<file path="config.mk">
export PLATFORM = sky130hd
export DESIGN_NAME = one_hot_state_register_param
export DESIGN_NICKNAME = d
export VERILOG_FILES = /design/src/rtl/one_hot_state_register_param.sv
export SDC_FILE = /design/constraint.sdc
export NUM_CORES = 1
export LEC_CHECK = 0
export CAP_MARGIN = 20
export CELL_PAD_IN_SITES_DETAIL_PLACEMENT = 1
export CELL_PAD_IN_SITES_GLOBAL_PLACEMENT = 2
export CORE_MARGIN = 3
export CORE_UTILIZATION = 23
export CTS_CLUSTER_SIZE = 40
export DETAILED_ROUTE_END_ITERATION = 7
export GPL_TIMING_DRIVEN = 0
export PLACE_DENSITY_LB_ADDON = 0.1
export SETUP_SLACK_MARGIN = 0.1
export SLEW_MARGIN = 15
export SYNTH_ARGS = -nofsm -noshare
export SYNTH_HDL_FRONTEND = slang
export SYNTH_SLANG_ARGS = --single-unit
</file>
<file path="constraint.sdc">
create_clock -name clk -period 4 [get_ports clk]
set_clock_uncertainty 0.2 [all_clocks]
set_input_delay 0.8 -clock clk [delete_from_list [all_inputs] [get_ports clk]]
set_output_delay 0.8 -clock clk [all_outputs]
set_load 0.01 [all_outputs]
</file>
<file path="src/rtl/one_hot_state_register_param.sv">
// N-state one-hot state register with parallel load, rotate-advance, DFT scan
// shifting, continuous encoding check with optional recovery, and a sticky error flag.
module one_hot_state_register_param #(
    parameter int N         = 4,
    parameter int RESET_IDX = 0,
    parameter int RECOVER   = 1,
    localparam int IW       = (N > 2) ? $clog2(N) : 1
) (
    input  logic          clk,
    input  logic          rst,
    input  logic          enable,
    input  logic          advance,
    input  logic [N-1:0]  state_in,
    input  logic          scan_enable,
    input  logic          scan_in,
    input  logic          err_clr,
    output logic [N-1:0]  state_out,
    output logic [IW-1:0] state_idx,
    output logic          scan_out,
    output logic          illegal,
    output logic          err_sticky
);

    localparam logic [N-1:0] RESET_VAL = {{(N-1){1'b0}}, 1'b1} << RESET_IDX;

    logic [N-1:0] state_r;
    logic         err_r;
    logic [N-1:0] next_state_s;
    logic         next_err_s;
    logic         err_cond_s;
    logic         illegal_s;
    logic         load_ok_s;

    function automatic logic is_onehot(input logic [N-1:0] v);
        int cnt;
        cnt = 0;
        for (int i = 0; i < N; i++) begin
            cnt = cnt + {31'd0, v[i]};
        end
        return (cnt == 1);
    endfunction

    // Lowest set bit wins, so scanning from the top leaves the smallest index.
    function automatic logic [IW-1:0] low_idx(input logic [N-1:0] v);
        logic [IW-1:0] idx;
        idx = '0;
        for (int i = N - 1; i >= 0; i--) begin
            if (v[i]) begin
                idx = IW'(i);
            end
        end
        return idx;
    endfunction

    assign illegal_s = !is_onehot(state_r);
    assign load_ok_s = is_onehot(state_in);

    // Next-state and error-flag selection in priority order.
    always_comb begin
        next_state_s = state_r;
        next_err_s   = err_r;
        err_cond_s   = 1'b0;
        if (scan_enable) begin
            next_state_s = {state_r[N-2:0], scan_in};
        end else begin
            if (enable) begin
                if (load_ok_s) begin
                    next_state_s = state_in;
                end else begin
                    err_cond_s = 1'b1;
                end
            end else if (illegal_s && (RECOVER != 0)) begin
                next_state_s = RESET_VAL;
                err_cond_s   = 1'b1;
            end else if (advance) begin
                next_state_s = {state_r[N-2:0], state_r[N-1]};
                err_cond_s   = illegal_s;
            end else begin
                err_cond_s = illegal_s;
            end
            // Set beats clear when both happen in one cycle.
            if (err_cond_s) begin
                next_err_s = 1'b1;
            end else if (err_clr) begin
                next_err_s = 1'b0;
            end else begin
                next_err_s = err_r;
            end
        end
    end

    // State and sticky-flag registers.
    always_ff @(posedge clk) begin
        if (rst) begin
            state_r <= RESET_VAL;
            err_r   <= 1'b0;
        end else begin
            state_r <= next_state_s;
            err_r   <= next_err_s;
        end
    end

    assign state_out  = state_r;
    assign err_sticky = err_r;
    assign illegal    = illegal_s;
    assign scan_out   = state_r[N-1];
    assign state_idx  = illegal_s ? '0 : low_idx(state_r);

endmodule

</file>
[Yosys cells after proc, flatten, opt, wreduce, memory -nomap -nowiden]
Index checks and enable logic that the tools add are counted.
Word-level totals
  logic and storage cells: 33
  bits in registers: 5
Cells by class
  $add $sub $neg: 6
  reductions and logical operators: 4
  equal/unequal tests: 4
  muxes and demuxes: 16
  bitwise operators: 1
Operator list (number)
  two-way mux 4 bit: 5
  two-way mux 2 bit: 5
  adder 3 x 1 -> 4 bit: 2
  equality test 4 x 1 -> 1 bit, second input constant: 2
  adder 2 x 1 -> 3 bit: 2
  two-way mux 1 bit: 6
  adder 1 x 1 -> 2 bit: 2
  != test 4 bit, second input constant: 1
  AND reduction 2 bit: 2
  != test 3 x 1 -> 1 bit, second input constant: 1
  nonzero test 2 bit: 1
  logical NOT 1 bit: 1
  inverter 1 bit: 1

[Longest topological paths before layout]
  depth after elaboration: 10
  mapped depth: 9
  depth with buffers taken out: 9

[Worst setup path after synthesis]
No wires, ideal clock.
  path kind: register to output
  start point: register state_r[0] (netlist: state_out[0])
  end point: output port state_idx[1]
  stages on the path, launching flop included: 9
  arrival: 2636 ps
  required time: 3000 ps
  setup slack: 364 ps
  path buffers: 0
  cell sequence: dfxtp_1 -> inv_1 -> fa_1 -> inv_1 -> ha_1 -> ha_1 -> nor3b_2 -> inv_1 -> a2111oi_0
On the way
  longest elaborated chain between the ends: 5
  elaborated cells between the ends (all ways): 6
  those cells by class: add/sub: 3; eq/ne: 1; mux: 2
RTL lines
  from (decl): RTL line 26  | logic [N-1:0] state_r;
  from (signal assigned): RTL line 98  | state_r <= next_state_s;
  adder 1 x 1 -> 2 bit: RTL line 38  | cnt = cnt + {31'd0, v[i]};
  adder 2 x 1 -> 3 bit: RTL line 38
  adder 3 x 1 -> 4 bit: RTL line 38
  equality test 4 x 1 -> 1 bit: RTL line 40  | return (cnt == 1);
  two-way mux 2 bit (*): RTL line 107  | assign state_idx = illegal_s ? '0 : low_idx(state_r);
  to (decl): RTL line 18  | output logic [IW-1:0] state_idx,
Mark *: on every way between the ends. The rest lies on a longest branch, timed or not.

[Worst setup path in the final report]
Same ends and word-level chain as after synthesis.

==> metrics.txt <==
minimum clock period 3660 ps; area share of the leading cell type in the synthesized netlist 0.193; Max Fclk 273 MHz; FP Rows 16; IO Pins 20; final setup TNS 0 ps; area delta synth->final 51.8%; Die W 53.5 um; vias in the first global route 587; fin nets 107; Final Hold Fails 0; Slew Viols, Final 0; most frequent cell after synthesis inv_1; Detail Route Antenna Nets 0; Setup-failing EPs final 0; pre-CTS setup slack -148 ps; commonest cells in the netlist inv_1 (12), dfxtp_1 (5), ha_1 (4), nand2_1 (4); grt ovf 0; fill count 262; final worst slack 342 ps; DRC 0; Largest stage delay, worst path 530 ps; Syn Nets 82; synth unique cells 28; total power 326 uW; CP dominant cell by count inv_1; First-pass DRT Iterations 4; CP startpoint kind flop; CTS max path bufs 2; critical path cell sequence inv_1, fa_1, inv_1, ha_1, ha_1, nor3b_4, inv_1, a2111oi_0, dlygate4sd2_1; die area 2860 um2; H-tree lvl count 1; first-pass GRT wire length 2790 um; crit path kind flop to primary output; number of synthesized flops with an enable pin 0; Inserted Clock Buffers 3; CTS tree yes; Antenna diodes 0; vias per inst 4.97; final RePlAce weighted congestion 0.796; share of cells above drive strength 1 0.146; status finished clean; Syn. warnings 0; Via Count 577; RSZ-0062 raised after global routing false; area of the mapped netlist 519 um2; core area 2040 um2; cell taking the most area after synthesis dfxtp_1; total global-route track usage 0.135; CP Buf/Inv Count 4; clk slew on worst S/H paths 40 ps; antenna violations before repair 0; Worst-Skew Late Latency 240 ps; P per Cell Area 414 nW/um2; largest net degree at the start of global routing 11; I/O Buffers 19; min-delay worst type flop to flop; clk root buf clkbuf_4; slowest stage cell on the critical path fa_1; Worst VDD drop 0.196 mV; CP endpoint kind primary output; Final Util 0.386; detailed-placement wirelength estimate 1320 um; Primary FF master, synth dfxtp_1; cells after synthesis 65; fin crit share 0.914; initial drt markers 12; reg-to-reg setup timing slack 1270 ps; cell area after layout 788 um2; Initial Util 0.254; Slew headroom 0.617; P_leak 0.345 nW; max-cap violation count 0; placed cell area 743 um2; crit path max fanout 7; synthesized flop and latch total 5; Die Y 53.5 um; slew at the pin closest to its max-slew limit 566 ps; Seq/Total Area, Yosys 0.193; syn_area_per_cell 7.99 um2; Sink Count 5; routed wire length 1650 um; Avg WL per Cell 14.2 um; top cells by area, synth dfxtp_1 (19%), ha_1 (9.6%), inv_1 (8.7%), fa_1 (7.7%), a221o_2 (6.5%); ys async rst share 0; Worst Path Required 3000 ps; Crit path max-delay family adder cells; Worst EP arrival 2660 ps
-- layout by cell type (no fill, tap or decap), drive strengths merged, types with 3 or more instances in the layout --
master	instances
a221o	4
a31oi	3
buf	3
clkbuf	6
clkdlybuf4s50	17
dfxtp	5
ha	4
inv	12
nand2	4
nor3b	4
nor4	3
o21ai	3
-- kinds of logic after synthesis --
| family | share of synthesized area |
|---|---|
| buffers and inverters | 0.125 |
| AOI/OAI and AO/OA | 0.229 |
| DFF | 0.193 |
| adders and majority gates | 0.174 |
| and+or+nand+nor | 0.280 |
-- path summary, 6_finish.rpt --
kind / cells after the start / from / to
min: 2 / err_sticky$_SDFFE_PP0P_ / err_sticky$_SDFFE_PP0P_
min reg2reg: 2 / err_sticky$_SDFFE_PP0P_ / err_sticky$_SDFFE_PP0P_
max: 9 / state_out[0]$_SDFFE_PP1P_ / state_idx[1]
max reg2reg: 8 / state_out[0]$_SDFFE_PP1P_ / state_out[1]$_SDFFE_PP0P_
-- per-layer routing --
metal | GRT usage | wire, um | vias to the layer above
li1 | - | - | 287
met1 | 0.180 | 800 | 276
met2 | 0.214 | 786 | 12
met3 | 0.0254 | 57 | 2
met4 | 0.0511 | 8 | 0
met5 | 0 | 0 | -
-- flip-flops by register name, indices dropped and copies added (netlist names) --
name / count
err_sticky: 1
state_out: 4
-- through the flow --
stage	std cells	hold WS [ps]
after CTS	116	305
after floorplan	65	334
final	116	297
after global placement	111	302
after global routing	116	329
after detailed placement	111	296
-- layout make-up --
class / count / area, um2 / area share
buffer: 4 / 20.0 / 0.0254
clock buffer: 4 / 26.3 / 0.0333
inverter: 12 / 45.0 / 0.0571
multi-input combinational: 44 / 360 / 0.457
sequential: 5 / 104 / 0.132
tap: 27 / 33.8 / 0.0429
timing repair buffer: 20 / 199 / 0.252
-- power by group --
group	internal [mW]	switching, mW
Clock	0.0376	0.0194
Sequential	0.0603	0.0140
Combinational	0.101	0.0939
Total	0.199	0.127
-- timing repair --
| item | 4_1_cts | 5_1_grt |
|---|---|---|
| resized for setup | 4 | 2 |
| pin swaps | 1 | 0 |
| setup endpoints to repair | 3 | 2 |
| hold buffers | 0 | 0 |
| setup buffers | 1 | 0 |
-- worst min-delay path, cell delays in order (launching register included) --
cell and delay [ps]:
dfxtp_1 320, a222oi_1 70, nor2_1 80
No activity file was read; power rests on OpenSTA's default activity.
